## config.mk

```make
export PLATFORM = sky130hd
export DESIGN_NAME = slurm16_cpu_prefetch
export DESIGN_NICKNAME = d
export VERILOG_FILES = /design/src/rtl/slurm16_cpu_pkg.sv /design/src/rtl/slurm16_sync_fifo.sv /design/src/rtl/slurm16_cpu_prefetch.sv
export SDC_FILE = /design/constraint.sdc
export NUM_CORES = 1
export LEC_CHECK = 0
export BUFFER_PORTS_ARGS = -buffer_cell sky130_fd_sc_hd__clkbuf_2
export CORE_MARGIN = 3
export CORE_UTILIZATION = 55
export CTS_BUF_LIST = sky130_fd_sc_hd__clkbuf_8
export DETAILED_ROUTE_END_ITERATION = 8
export PLACE_DENSITY = 0.84
export SYNTH_ARGS = -nofsm -noshare
export SYNTH_HDL_FRONTEND = slang
export SYNTH_SLANG_ARGS = --single-unit
```

## constraint.sdc

```tcl
create_clock -name CLK -period 2.54 [get_ports CLK]
set_input_delay 0 -clock CLK [delete_from_list [all_inputs] [get_ports CLK]]
set_output_delay 0 -clock CLK [all_outputs]
set_load 0.05 [all_outputs]
```

## src/rtl/slurm16_cpu_pkg.sv

```systemverilog
// rtl/slurm16_cpu_pkg.sv - shared types and default widths for the slurm16 fetch path
package slurm16_cpu_pkg;

    localparam int SLURM16_ADDR_BITS = 15;
    localparam int SLURM16_DATA_BITS = 16;

    typedef enum logic {
        IDLE = 1'b0,
        RUN  = 1'b1
    } prefetch_state_t;

endpackage

```

## src/rtl/slurm16_sync_fifo.sv

```systemverilog
// rtl/slurm16_sync_fifo.sv - register-based synchronous FIFO with flush and occupancy count
// Push while full is accepted only when a pop frees the slot in the same cycle.
module slurm16_sync_fifo #(
    parameter int WIDTH = 16,
    parameter int DEPTH = 4,
    localparam int PW = $clog2(DEPTH),
    localparam int CW = PW + 1
) (
    input  logic             clk,
    input  logic             rst,
    input  logic             push,
    input  logic [WIDTH-1:0] push_data,
    input  logic             pop,
    input  logic             flush,
    output logic [WIDTH-1:0] head_data,
    output logic             empty,
    output logic [CW-1:0]    count
);

    logic [WIDTH-1:0] r_mem [DEPTH];
    logic [PW-1:0]    r_wr_ptr;
    logic [PW-1:0]    r_rd_ptr;
    logic [CW-1:0]    r_count;
    logic             w_push;
    logic             w_pop;

    assign w_pop  = pop && (r_count != '0);
    assign w_push = push && ((r_count != CW'(DEPTH)) || w_pop);

    always_ff @(posedge clk or posedge rst) begin
        if (rst) begin
            r_wr_ptr <= '0;
            r_rd_ptr <= '0;
            r_count  <= '0;
        end else if (flush) begin
            r_wr_ptr <= '0;
            r_rd_ptr <= '0;
            r_count  <= '0;
        end else begin
            if (w_push) begin
                r_wr_ptr <= r_wr_ptr + 1'b1;
            end
            if (w_pop) begin
                r_rd_ptr <= r_rd_ptr + 1'b1;
            end
            r_count <= r_count + CW'(w_push) - CW'(w_pop);
        end
    end

    // Storage needs no reset: count gates every read of it.
    always_ff @(posedge clk) begin
        if (w_push && !flush) begin
            r_mem[r_wr_ptr] <= push_data;
        end
    end

    assign head_data = r_mem[r_rd_ptr];
    assign empty     = (r_count == '0);
    assign count     = r_count;

endmodule

```

## src/rtl/slurm16_cpu_prefetch.sv

```systemverilog
// rtl/slurm16_cpu_prefetch.sv - instruction prefetch buffer with in-order memory handshake and flush
// Words in flight plus words buffered never exceed DEPTH, so the output FIFO cannot overflow.
module slurm16_cpu_prefetch
    import slurm16_cpu_pkg::*;
#(
    parameter int ADDR_BITS = SLURM16_ADDR_BITS,
    parameter int DATA_BITS = SLURM16_DATA_BITS,
    parameter int DEPTH = 4,
    parameter logic [ADDR_BITS-1:0] RESET_PC = '0,
    localparam int CW = $clog2(DEPTH) + 1
) (
    input  logic                 CLK,
    input  logic                 RST,
    output logic                 mem_request,
    output logic [ADDR_BITS-1:0] mem_address,
    input  logic                 mem_ready,
    input  logic                 mem_valid,
    input  logic [DATA_BITS-1:0] mem_data,
    output logic                 instruction_valid,
    output logic [DATA_BITS-1:0] instruction_out,
    output logic [ADDR_BITS-1:0] instruction_address_out,
    input  logic                 instruction_ready,
    input  logic                 load_pc_request,
    input  logic [ADDR_BITS-1:0] load_pc_address,
    output logic [CW-1:0]        occupancy
);

    localparam logic [CW:0] CREDIT_LIMIT = (CW + 1)'(DEPTH);

    prefetch_state_t r_state;
    prefetch_state_t w_state_next;

    logic [ADDR_BITS-1:0] r_fetch_pc;
    logic [CW-1:0]        r_discard;
    logic [CW-1:0]        w_occupancy;
    logic [CW-1:0]        w_in_flight;
    logic [CW:0]          w_committed;
    logic                 w_aq_empty;
    logic                 w_fifo_empty;
    logic [ADDR_BITS-1:0] w_resp_addr;
    logic [ADDR_BITS-1:0] w_head_addr;
    logic [DATA_BITS-1:0] w_head_data;
    logic                 w_run;
    logic                 w_flush;
    logic                 w_request;
    logic                 w_accept;
    logic                 w_resp;
    logic                 w_drop;
    logic                 w_push;
    logic                 w_pop;

    always_ff @(posedge CLK or posedge RST) begin
        if (RST) begin
            r_state <= IDLE;
        end else begin
            r_state <= w_state_next;
        end
    end

    always_comb begin
        w_state_next = r_state;
        w_run        = 1'b0;
        case (r_state)
            IDLE: w_state_next = RUN;
            RUN:  w_run        = 1'b1;
        endcase
    end

    assign w_committed = {1'b0, w_occupancy} + {1'b0, w_in_flight};
    assign w_flush     = w_run && load_pc_request;
    assign w_request   = w_run && !load_pc_request && (w_committed < CREDIT_LIMIT);
    assign w_accept    = w_request && mem_ready;
    assign w_resp      = mem_valid && !w_aq_empty;
    assign w_drop      = w_resp && (r_discard != '0);
    assign w_push      = w_resp && !w_drop && !w_flush;
    assign w_pop       = !w_fifo_empty && instruction_ready && !w_flush;

    always_ff @(posedge CLK or posedge RST) begin
        if (RST) begin
            r_fetch_pc <= RESET_PC;
            r_discard  <= '0;
        end else begin
            if (w_flush) begin
                r_fetch_pc <= load_pc_address;
            end else if (w_accept) begin
                r_fetch_pc <= r_fetch_pc + 1'b1;
            end
            // Every request still outstanding after a flush belongs to the old stream.
            if (w_flush) begin
                r_discard <= w_in_flight - CW'(w_resp);
            end else if (w_drop) begin
                r_discard <= r_discard - 1'b1;
            end
        end
    end

    slurm16_sync_fifo #(
        .WIDTH(ADDR_BITS),
        .DEPTH(DEPTH)
    ) u_addr_queue (
        .clk      (CLK),
        .rst      (RST),
        .push     (w_accept),
        .push_data(r_fetch_pc),
        .pop      (w_resp),
        .flush    (1'b0),
        .head_data(w_resp_addr),
        .empty    (w_aq_empty),
        .count    (w_in_flight)
    );

    slurm16_sync_fifo #(
        .WIDTH(ADDR_BITS + DATA_BITS),
        .DEPTH(DEPTH)
    ) u_insn_fifo (
        .clk      (CLK),
        .rst      (RST),
        .push     (w_push),
        .push_data({w_resp_addr, mem_data}),
        .pop      (w_pop),
        .flush    (w_flush),
        .head_data({w_head_addr, w_head_data}),
        .empty    (w_fifo_empty),
        .count    (w_occupancy)
    );

    assign mem_request             = w_request;
    assign mem_address             = w_run ? r_fetch_pc : '0;
    assign instruction_valid       = !w_fifo_empty;
    assign instruction_out         = w_fifo_empty ? '0 : w_head_data;
    assign instruction_address_out = w_fifo_empty ? '0 : w_head_addr;
    assign occupancy               = w_occupancy;

    a_resp_needs_request : assert property (@(posedge CLK) disable iff (RST) !(mem_valid && w_aq_empty));

endmodule

```

# Word level (Yosys, flattened, before mapping)
# Memory sizes are Yosys's and may differ from the RTL's.
# Cells that the tools add are included.
# classes
mux	17
add_sub_neg	12
order_cmp	1
shift	0
n_mul	0
bitwise_logic	0
n_eq_ne	2
reduce_logical	31
div	0
# ops
op	count
$mux W15	4
$mux W16	1
$add A15 B1 Y15 const B	1
$logic_and A1 B1 Y1	15
$mux W3	3
$reduce_bool A3 Y1	3
$sub A3 B1 Y3	3
$add A2 B1 Y2 const B	4
$mux W2	4
$reduce_bool A2 Y1	4
$add A3 B1 Y3	2
$logic_not A3 Y1	2
$ne A3 B3 Y1 const B	2
$logic_not A1 Y1	5
$mux W1	5
$add A3 B3 Y4	1
$lt A4 B3 Y1 const B	1
$sub A3 B1 Y3 const B	1
$logic_or A1 B1 Y1	2
# word_totals
reg_bits	33
in_bits	37
rom_bits	0
ramBits	184
wordCells	74
output_inout_bits	51
latch_bits	0
n_memories	2
# memory_table
name	words	width	read_ports	rd_clocked_by_memory_dff	write_ports	line_no	source
u_insn_fifo.r_mem	4	31	1	0	1	slurm16_sync_fifo.sv:20	logic [WIDTH-1:0] r_mem [DEPTH];
u_addr_queue.r_mem	4	15	1	0	1	slurm16_sync_fifo.sv:20	

# Depth between registers and ports, before layout
# logic_depth
word_depth	11
depth_mapped	12
mapped_depth_nobuf	11

# By module
# Synthesis repeated with hierarchy kept, for this count alone.
# hier_totals
hier_cells	537
hier_area_um2	9381.5
# by_module_without_submodules
module	cells_each	area_each_um2	seq_area_each_um2	n_inst
slurm16_sync_fifo at u_insn_fifo	211	5071.1	3898.7	1
slurm16_sync_fifo at u_addr_queue	127	2697.6	1976.9	1
slurm16_cpu_prefetch	199	1612.8	475.5	1

# Least setup slack after synthesis
# Ideal clock, no wire load.
# synth_timing
kind	register to register
from	register u_insn_fifo.r_count[2], in the netlist u_insn_fifo.count[2]
to	register u_addr_queue.r_count[2], in the netlist u_addr_queue.count[2]
path_slack_ps	-224
path_stages_with_launch	10
arrival_ps	2636
required_time_ps	2412
path_buffers	0
path_cell_list	dfrtp_1 ha_1 nor3b_4 nand4_2 nor2_2 ha_1 inv_1 fa_1 xnor2_1 xnor2_1
# synth_between
elab_chain_cells	7
# synth_lines
item	line_no	source
from (decl)	slurm16_sync_fifo.sv:23	logic [CW-1:0] r_count;
from (signal assigned)	slurm16_sync_fifo.sv:46	r_count <= r_count + CW'(w_push) - CW'(w_pop);
$add A3 B3 Y4	slurm16_cpu_prefetch.sv:69	assign w_committed = {1'b0, w_occupancy} + {1'b0, w_in_flight};
$lt A4 B3 Y1	slurm16_cpu_prefetch.sv:71	assign w_request = w_run && !load_pc_request && (w_committed < CREDIT_LIMIT);
$logic_and A1 B1 Y1	slurm16_cpu_prefetch.sv:71	
$logic_and A1 B1 Y1	slurm16_cpu_prefetch.sv:72	assign w_accept = w_request && mem_ready;
$logic_and A1 B1 Y1	slurm16_sync_fifo.sv:28	assign w_push = push && ((r_count != CW'(DEPTH)) || w_pop);
named net u_addr_queue.w_push	slurm16_sync_fifo.sv:24	logic w_push;
$add A3 B1 Y3	slurm16_sync_fifo.sv:46	
$sub A3 B1 Y3	slurm16_sync_fifo.sv:46	
to (signal assigned)	slurm16_sync_fifo.sv:46	
to (decl)	slurm16_sync_fifo.sv:23	
# The timed path passes the listed nets, and every way through them passes these cells.
# A chain may end at the register's enable or synchronous reset.

# Final worst setup path
# layout_timing
from	register u_insn_fifo.r_count[1], in the netlist u_insn_fifo.count[1]
to	register u_insn_fifo.r_count[2], in the netlist u_insn_fifo.count[2]
# layout_between
elab_chain_cells	10
# layout_lines
item	line_no	source
$logic_not A3 Y1	slurm16_sync_fifo.sv:58	assign empty = (r_count == '0);
$logic_not A1 Y1	slurm16_cpu_prefetch.sv:76	assign w_pop = !w_fifo_empty && instruction_ready && !w_flush;
$logic_and A1 B1 Y1 (2 in series)	slurm16_cpu_prefetch.sv:76	
$logic_and A1 B1 Y1	slurm16_sync_fifo.sv:27	assign w_pop = pop && (r_count != '0);
$logic_or A1 B1 Y1	slurm16_sync_fifo.sv:28	
$logic_and A1 B1 Y1	slurm16_sync_fifo.sv:28	
$add A3 B1 Y3	slurm16_sync_fifo.sv:46	
$sub A3 B1 Y3 (*)	slurm16_sync_fifo.sv:46	
$mux W3 (*)	slurm16_sync_fifo.sv:35	end else if (flush) begin
# Every way passes the cells marked *; elsewhere a longest branch is shown, timed or not.

==> reports/metrics.csv <==
stage;metric;value;unit
cells_and_area;fill cell count;998;
die;Starting Density;56.5;%
setup_path;CP Max Fanout;6;
routing;post-DR wirelength/cell;18.5;um
placed_design;I/O Buffers;87;
global_route;vias in the first global route;5287;
synthesis;top_reg_cell synth;edfxtp_1;
cts;clk buf depth;3;
setup_path;Crit path required time;2940;ps
cells_and_area;Final Non-Filler Cells;909;
routing;DRC;0;
setup_path;Top Family by Delay on Critical Path;adder cells;
sta;min Tclk post-route;2360;ps
sta;Clock Skews;29.7;ps
die;die boundary width;134;um
sta;fmax;423;MHz
synthesis;syn avg cell area;17.8;um^2
placed_design;cell area after placement;9900;um^2
die;Die H;134;um
sta;measured slew at the worst slew-check pin;1020;ps
setup_path;crit path kind;reg -> reg;
cts;H-tree level count;2;
synthesis;EDFF count, synth;184;
cells_and_area;ant diodes;0;
placed_design;Inst Count DP;812;
placed_design;GP Congestion;0.927;
setup_path;WP buf/inv;2;
pwr;PD cells;1050;nW/um^2
synthesis;Synth Net Count;565;
cts;total CTS buffers;35;
routing;DRT antenna net count;0;
pwr;worst vdd ir;715;uV
setup_path;Worst setup EP type;flop;
cts;CTS root buf;clkbuf_8;
synthesis;ys async rst share;15.2;%
min_path;worst min path class;in -> reg;
sta;Slew HR;31.8;%
cells_and_area;most frequent cells in the layout;edfxtp_1, clkbuf_2, and2_1;
sta;number of slew-limit violations in the final report;0;
die;die area;18000;um^2
synthesis;dominant cell type by area after synthesis;edfxtp_1;
die;Std-Cell Rows;46;
routing;initial DRC count;328;
routing;DR vias;5034;
job;Max Cap Violations;0;
synthesis;Yosys cell types;46;
global_route;global route overflow;0;
sta;Final Hold Vio Count;0;
cts;CTS clk-pin slew, worst paths;60;ps
cts;setup bufs post-CTS;0;
synthesis;Cell Area, Synth;9010;um^2
cells_and_area;design area;10900;um^2
placed_design;hpwl dp;10800;um
sta;RSZ-0062 raised after global routing;false;
synthesis;Synth Register Bits;217;
routing;final wirelength;16800;um
setup_path;startpoint types;flop;
synthesis;gate count of the mapped netlist;507;
cells_and_area;layout cells sized above 1;31.2;%
setup_path;Crit path largest cell delay;460;ps
global_route;largest net degree at the start of global routing;34;
cells_and_area;Nets;726;
setup_path;arrival time of the worst setup path;2770;ps
global_route;first-pass GRT wire length;27300;um
sta;Tcrit/Tclk final;93.1;%
synthesis;Yosys warnings;0;
synthesis;Area contributors post-synth;edfxtp_1, mux4_2, dfrtp_1;
global_route;initial antenna violation count;0;
die;core region area;15900;um^2
setup_path;CP max stage cell;dfrtp_2;
setup_path;Critical Path, Cell by Cell;or3_1, nand2_1, nor2_1, ha_1, inv_1, ha_1, inv_1, fa_1, xor2_1, xnor2_1, nor2_1;
cts;CTS tree;done;
routing;routed vias/inst;5.54;
run_status;status;completed;
cts;clock tree sinks;217;
global_route;All-Layer GR Usage;19.6;%
routing;DR pass1 iterations;4;
die;Ports;88;
cts;latest clock arrival within the worst-skew pair;510;ps
synthesis;sequential fraction of the synthesis area;70.5;%
sta;setup violators final;0;
cells_and_area;commonest non-fill, non-tap cell in the layout;edfxtp_1;
synthesis;top-area cell type share of the netlist area;61.3;%
cells_and_area;area grow syn2layout;20.8;%
pwr;leakage;4.02;nW
-- final timing paths --
| kind | slack [ps] | start | end | cells after the start |
|---|---|---|---|---|
| worst max-delay path | 180 | u_insn_fifo.count[1]$_DFF_PP0_ | u_insn_fifo.count[2]$_DFF_PP0_ | 11 |
| worst max register to register | 180 | u_insn_fifo.count[1]$_DFF_PP0_ | u_insn_fifo.count[2]$_DFF_PP0_ | 11 |
| min in group asynchronous | 160 | RST | u_insn_fifo.r_rd_ptr[0]$_DFFE_PP0P_ | 3 |
| worst min-delay path | 50 | mem_ready | u_addr_queue.count[0]$_DFF_PP0_ | 4 |
| worst min register to register | 550 | u_addr_queue.r_wr_ptr[1]$_DFFE_PP0P_ | u_addr_queue.r_wr_ptr[1]$_DFFE_PP0P_ | 1 |
| max in group asynchronous | 1740 | RST | u_insn_fifo.count[2]$_DFF_PP0_ | 4 |
-- area by class of cell --
type	instances	area (um^2)	share of cell area, %
clock inverters	26	135	1.24
inverters	22	82.6	0.759
repair buffers	145	1030	9.49
clock buffers	36	495	4.55
multi-input cells	247	2510	23.1
well taps	216	270	2.48
flip-flops and latches	217	6360	58.4
-- synthesized netlist by cell type, drive strengths merged, types with 3 or more instances --
library cell / n
nor4b: 3
a31oi: 11
mux4: 46
o31ai: 6
edfxtp: 184
o21ai: 10
and2: 57
ha: 19
or4: 4
inv: 22
nand3: 8
nand2: 13
xnor2: 7
mux2i: 3
or3: 7
a21oi: 4
dfrtp: 33
buf: 9
xor2: 6
nand4: 6
nor2: 20
clkbuf: 12
-- stage by stage --
step	hold WS, ps	setup TNS, ps	util [%]	setup slack, ps	total power, mW
after floorplan	98.9	-19.7	-	-19.7	7.83
after global placement	133	0	62.1	240	8.72
after detailed placement	145	0	62.1	96.1	8.87
after CTS	13.1	0	68.2	96.7	11.6
after global routing	47.5	0	68.3	56.1	12.0
final	47.8	0	68.3	175	11.5
-- kinds of logic after synthesis --
kind of cell	synth area share (%)
flip-flops	70.5
AND/OR/NAND/NOR	8.91
multiplexers	12.0
buffers and inverters	1.89
AO/OA/AOI/OAI	2.37
adder cells (fa/ha/maj)	3.08
XOR/XNOR	1.26
other	0.0416
-- where the power goes --
| group | switching, mW | total (mW) | internal, mW | leakage (nW) |
|---|---|---|---|---|
| combinational | 2.64 | 4.13 | 1.49 | 1.61 |
| sequential | 0.346 | 4.69 | 4.34 | 2.04 |
| clock | 1.24 | 2.66 | 1.42 | 0.372 |
| total | 4.23 | 11.5 | 7.25 | 4.02 |
-- worst register-to-register path: cells and delay by family, from the launching register on --
kind | cells | cell delay [ps]
and+or+nand+nor | 4 | 590
DFF | 1 | 460
xor gates and xnor gates | 2 | 310
adders and majority gates | 3 | 790
buffers and inverters | 2 | 110
-- flip-flops by register name, indices dropped and copies added, names as in the netlist --
signal / flops
r_discard: 3
u_insn_fifo.r_mem: 124
u_addr_queue.r_rd_ptr: 2
r_state: 1
u_addr_queue.r_mem: 60
u_insn_fifo.r_rd_ptr: 2
r_fetch_pc: 15
u_insn_fifo.count: 3
u_addr_queue.count: 3
u_addr_queue.r_wr_ptr: 2
u_insn_fifo.r_wr_ptr: 2
-- per-layer routing --
metal | GRT usage [%] | part of all wire, %
met2 | 33.1 | 51
met1 | 25.6 | 41
met3 | 3.86 | 6.3
met4 | 7.54 | 2.2
met5 | 0 | 0
-- timing repair --
action | in CTS | in global routing
hold buffers | 35 | 0
hold endpoints to repair | 101 | 0
gates resized for setup | 0 | 1
endpoints found under the setup margin | 0 | 1
Note: power is estimated with default switching activity, not from simulation.
